$ cat config.mk
export PLATFORM = sky130hd
export DESIGN_NAME = serial_add_ctrl
export DESIGN_NICKNAME = d
export VERILOG_FILES = /design/src/rtl/serial_add_ctrl.sv
export SDC_FILE = /design/constraint.sdc
export NUM_CORES = 1
export LEC_CHECK = 0
export ABC_AREA = 1
export BUFFER_PORTS_ARGS = -buffer_cell sky130_fd_sc_hd__buf_2
export CORE_UTILIZATION = 54
export DETAILED_ROUTE_END_ITERATION = 8
export PLACE_DENSITY = 0.83
export SLEW_MARGIN = 20
export SYNTH_ARGS = -nofsm -noshare
export SYNTH_HDL_FRONTEND = slang
export SYNTH_SLANG_ARGS = --single-unit
$ cat constraint.sdc
create_clock -name clk -period 1.4 [get_ports clk]
set_input_delay 0.14 -clock clk [delete_from_list [all_inputs] [get_ports clk]]
set_output_delay 0.14 -clock clk [all_outputs]
set_load 0.01 [all_outputs]
$ cat src/rtl/serial_add_ctrl.sv
// serial_add_ctrl
//   Bit-serial adder with a valid/ready front end and a valid/ready result
//   port. One operand set (a, b, cin) is accepted and then added one bit per
//   clock, LSB first, through a single full_adder cell. The result is held
//   until the consumer takes it.
//
// Ports
//   clk, rst        clock; synchronous active-high reset
//   in_valid/ready  operand handshake (a, b, cin)
//   out_valid/ready result handshake (sum, cout, ovf)
//   busy            high while bits are being added
//   state_dbg       current FSM state, for checkers
//
// Handshake: a transfer happens on a rising edge where valid and ready are
// both high. A producer holds its payload while valid is high and unaccepted.
// in_ready is high only while idle and out_valid only while a result is held,
// so the two are never high together.

module full_adder (
  input  logic x,
  input  logic y,
  input  logic cin,
  output logic s,
  output logic cout
);
  assign s    = x ^ y ^ cin;
  assign cout = (x & y) | (cin & (x ^ y));
endmodule

module serial_add_ctrl #(
  parameter int WIDTH = 8
) (
  input  logic             clk,
  input  logic             rst,
  input  logic             in_valid,
  output logic             in_ready,
  input  logic [WIDTH-1:0] a,
  input  logic [WIDTH-1:0] b,
  input  logic             cin,
  output logic             out_valid,
  input  logic             out_ready,
  output logic [WIDTH-1:0] sum,
  output logic             cout,
  output logic             ovf,
  output logic             busy,
  output logic [1:0]       state_dbg
);

  localparam int CW = (WIDTH > 2) ? $clog2(WIDTH) : 1;
  localparam logic [CW-1:0] LAST = CW'(WIDTH - 1);

  typedef enum logic [1:0] {
    IDLE = 2'd0,
    ADD  = 2'd1,
    DONE = 2'd2
  } state_t;

  state_t           state_q, state_d;
  logic [WIDTH-1:0] a_sh_q, a_sh_d;
  logic [WIDTH-1:0] b_sh_q, b_sh_d;
  logic [WIDTH-1:0] sum_sh_q, sum_sh_d;
  logic             carry_q, carry_d;
  logic [CW-1:0]    cnt_q, cnt_d;
  logic [WIDTH-1:0] sum_q, sum_d;
  logic             cout_q, cout_d;
  logic             ovf_q, ovf_d;

  logic fa_s;
  logic fa_cout;

  full_adder u_fa (
    .x   (a_sh_q[0]),
    .y   (b_sh_q[0]),
    .cin (carry_q),
    .s   (fa_s),
    .cout(fa_cout)
  );

  always_comb begin
    state_d   = state_q;
    a_sh_d    = a_sh_q;
    b_sh_d    = b_sh_q;
    sum_sh_d  = sum_sh_q;
    carry_d   = carry_q;
    cnt_d     = cnt_q;
    sum_d     = sum_q;
    cout_d    = cout_q;
    ovf_d     = ovf_q;
    in_ready  = 1'b0;
    out_valid = 1'b0;
    busy      = 1'b0;

    case (state_q)
      IDLE: begin
        in_ready = 1'b1;
        if (in_valid) begin
          state_d = ADD;
          a_sh_d  = a;
          b_sh_d  = b;
          carry_d = cin;
          cnt_d   = '0;
        end
      end

      ADD: begin
        busy     = 1'b1;
        // Each sum bit enters at the MSB end; after WIDTH shifts bit 0 has
        // reached position 0.
        sum_sh_d = {fa_s, sum_sh_q[WIDTH-1:1]};
        a_sh_d   = a_sh_q >> 1;
        b_sh_d   = b_sh_q >> 1;
        carry_d  = fa_cout;
        cnt_d    = cnt_q + CW'(1);
        if (cnt_q == LAST) begin
          state_d = DONE;
          cnt_d   = '0;
          sum_d   = {fa_s, sum_sh_q[WIDTH-1:1]};
          cout_d  = fa_cout;
          // carry_q is the carry into the MSB during this last bit.
          ovf_d   = carry_q ^ fa_cout;
        end
      end

      DONE: begin
        out_valid = 1'b1;
        if (out_ready) begin
          state_d = IDLE;
        end
      end

      default: begin
        state_d = IDLE;
      end
    endcase
  end

  always_ff @(posedge clk) begin
    if (rst) begin
      state_q  <= IDLE;
      a_sh_q   <= '0;
      b_sh_q   <= '0;
      sum_sh_q <= '0;
      carry_q  <= 1'b0;
      cnt_q    <= '0;
      sum_q    <= '0;
      cout_q   <= 1'b0;
      ovf_q    <= 1'b0;
    end else begin
      state_q  <= state_d;
      a_sh_q   <= a_sh_d;
      b_sh_q   <= b_sh_d;
      sum_sh_q <= sum_sh_d;
      carry_q  <= carry_d;
      cnt_q    <= cnt_d;
      sum_q    <= sum_d;
      cout_q   <= cout_d;
      ovf_q    <= ovf_d;
    end
  end

  assign sum       = sum_q;
  assign cout      = cout_q;
  assign ovf       = ovf_q;
  assign state_dbg = state_q;

endmodule
==> results.py <==
metrics = {
    "global_routing": {
        "grt_max_degree": 36,
        "overflow": 0,
        "met3_usage": 0.0655,
        "use_met1": 0.288,
        "grt_pass1_vias": 1364,
        "antenna_found_initial": 0,
        "grt_use_total": 0.224,
        "top_usage_layer": "met2",
        "grtUsageMet2": 0.352,
        "grt_pass1_wl_um": 5800,
    },
    "sta": {
        "layout_min_cycle_time_ns": 1.31,
        "fin_skew_ns": 0.00668,
        "setup_tns_ns": 0,
        "clock.fmax_mhz": 762,
        "setup_viol": 0,
        "relSlewSlack": 0.793,
        "rsz0062_at_grt": "no",
        "min_period_over_period": 0.938,
        "hold_violations": 0,
        "slew_violations": 0,
        "worst_pin_slew_ns": 0.311,
    },
    "worst_setup_path": {
        "r2r-start": "cnt_q[0]",
        "startpoint": "state_dbg[0]",
        "critPathKind": "reg2out",
        "endpoint_kind": "primary output",
        "crit_path_max_fanout": 12,
        "crit_required_ns": 1.26,
        "cpMaxStageDelayCell": "dfxtp_2",
        "cp_num_buf_inv": 3,
        "cp_cell_sequence": "inv_1 -> nor2_4 -> buf_6 -> buf_2",
        "arrival_ns": 1.17,
        "path_delay_family": "buffers and inverters",
        "startpoint_type": "register",
        "critPathMaxStageDelay_ns": 0.35,
    },
    "route": {
        "wl_um": 3590,
        "postRouteAntennaNets": 0,
        "drc_errors": 0,
        "dr.pass1.iters": 4,
        "wl_per_cell_um": 10.3,
        "drt_iter0_markers": 60,
        "vias": 1632,
        "viasPerCell": 4.70,
    },
    "cts": {
        "clk_pin_slew_ns": 0.10,
        "cts_root_buffer": "clkbuf_4",
        "clkSinkCount": 39,
        "clk_latency_ns": 0.33,
        "htreeDepth": 2,
        "clockBufferDepth": 2,
        "tritoncts": "done",
        "cts_made_buffers": 5,
        "cts_hold_buf": 0,
    },
    "worst_hold_path": {
        "hold_class": "in2reg",
        "holdCritStartpoint": "out_ready",
    },
    "cells_and_area": {
        "diodes": 0,
        "regArea_sq_um": 783,
        "nFillCells": 305,
        "finalInstanceArea_sq_um": 2090,
        "postLayoutCoreUtil": 0.673,
        "fin_nets": 328,
        "layout-drive-gt1-share": 0.188,
        "area_growth_pct": 17.1,
        "finalNonFillerCells": 347,
        "multi_input_area_sq_um": 774,
    },
    "synthesis": {
        "synth_flop_cell": "dfxtp_1",
        "async_flop_share": 0,
        "synthTopCellsByArea": "dfxtp_1 (44%), nand2_1 (18%), a21oi_1 (8.7%)",
        "synth-seq-cells": 39,
        "synthesis.area_sq_um": 1780,
        "synthTopCellsByCount": "nand2_1 (84), dfxtp_1 (39), inv_1 (39), nor2_1 (34), a21oi_1 (31)",
        "seq_area_frac_synth": 0.438,
        "yosys.area.top_type": "dfxtp_1",
        "yosysTopAreaCellShare": 0.438,
        "synth_edf_count": 0,
        "yosys.cell_count.top_type": "nand2_1",
        "syn_avg_cell_area_sq_um": 6.70,
        "synthesis.nets": 290,
        "netlist_instances": 266,
        "ys_warn_count": 0,
        "ys_types": 16,
    },
    "job": {
        "cap_violations": 0,
    },
    "floorplan": {
        "rows": 20,
        "die_h_um": 59.4,
        "fp.coreArea_sq_um": 3100,
        "die-area_sq_um": 3530,
        "die_width_um": 59.4,
        "ios": 36,
        "start_util": 0.574,
    },
    "power": {
        "p_comb_frac": 0.184,
        "intPower_uw": 1520,
        "swShare": 0.279,
        "ir_worst_vdd_mv": 0.619,
        "p_per_area_nw_per_um2": 1010,
        "p_switching_uw": 588,
        "clockPowerShare": 0.239,
        "p_seq_frac": 0.577,
        "p_leak_uw": 0.00105,
    },
    "placed_design": {
        "place_inst": 340,
        "place_hpwl_um": 2380,
        "gp_congestion": 0.763,
        "portBuffers": 35,
        "dpl_cell_area_sq_um": 2020,
    },
    "run_status": {
        "status": "finished, final reports clean",
    },
}
## worst reg2reg max path, stage by stage (launching register included)
cell and delay (ns):
dfxtp_1 0.37, ha_1 0.16, ha_2 0.23, nand2_1 0.09, buf_4 0.17, nand2_1 0.07
a21oi_1 0.06
## cell type report
cell class                      instances  share of cell area
Clock buffer                            6              0.0198
Inverter                               39              0.0701
Multi-Input combinational cell        173               0.371
Sequential cell                        39               0.375
Tap cell                               44              0.0264
Timing Repair Buffer                   46               0.137
## cell families (layout without fill, tap and decap cells)
family | Yosys count | in the layout | synth area share
simple gates | 130 | 130 | 0.283
flops | 39 | 39 | 0.438
xor+xnor | 1 | 1 | 0.00492
fa+ha+maj | 3 | 3 | 0.0253
buf+inv | 54 | 91 | 0.133
compound gates | 39 | 39 | 0.116
## path summary, 6_finish.rpt
kind                            slack [ns]  depth (start not counted)           end
worst max-delay path                  0.09                          4          busy
worst min-delay path                  0.04                          4  state_dbg[1]
worst max register to register        0.15                          6        sum[2]
worst min register to register        0.47                          2     b_sh_q[7]
## stage by stage
step	hold slack, ns	worst slack (ns)	power (uW)
global placement	0.406	0.168	1610
detailed placement	0.406	0.110	1620
floorplan	0.289	0.199	1510
global route	0.0412	0.0173	2250
CTS	0.0379	0.0479	2120
finish	0.0404	0.0873	2110
## registers in the layout, summed over array words and instances, names as in the netlist
name and flops:
cnt_q 3, a_sh_q 8, b_sh_q 8, sum_sh_q 7
sum 8, state_dbg 2, cout 1, ovf 1
carry_q 1
## cells in the final DEF (no fill, tap or decap)
cell | synthesis | routed
nor2_4 | 0 | 1
nor2_2 | 1 | 1
a21oi_1 | 31 | 31
nand3_1 | 11 | 11
nor2_1 | 34 | 33
inv_1 | 39 | 39
buf_6 | 2 | 1
buf_4 | 2 | 8
buf_12 | 0 | 2
ha_1 | 2 | 1
dfxtp_2 | 0 | 2
buf_2 | 9 | 35
o21ai_4 | 1 | 1
nand2_1 | 84 | 84
xor2_1 | 1 | 1
ha_2 | 0 | 1
dfxtp_1 | 39 | 37
o21ai_0 | 7 | 7
clkbuf_4 | 0 | 5
clkbuf_1 | 2 | 1
fa_1 | 1 | 1
## routing by layer
| metal | vias to the layer above | part of all wire | wire (um) |
|---|---|---|---|
| met4 | 0 | 0.016 | 57 |
| met3 | 4 | 0.045 | 163 |
| met2 | 40 | 0.44 | 1590 |
| li1 | 871 | - | - |
| met1 | 717 | 0.49 | 1770 |
| met5 | - | 0 | 0 |
## power groups by stage
stage	combinational, uW	clock [uW]	sequential, uW
after global placement	368	0	1240
after floorplan	276	0	1230
after global routing	444	579	1220
after detailed placement	376	0	1240
final	389	505	1220
after CTS	387	517	1220
## repair_timing
action                     4_1_cts  5_1_grt
setup buffers                    1        0
pin swaps                        1        0
gates resized for setup          2        4
setup endpoints to repair        1       12
No activity file was read; power rests on OpenSTA's default activity.
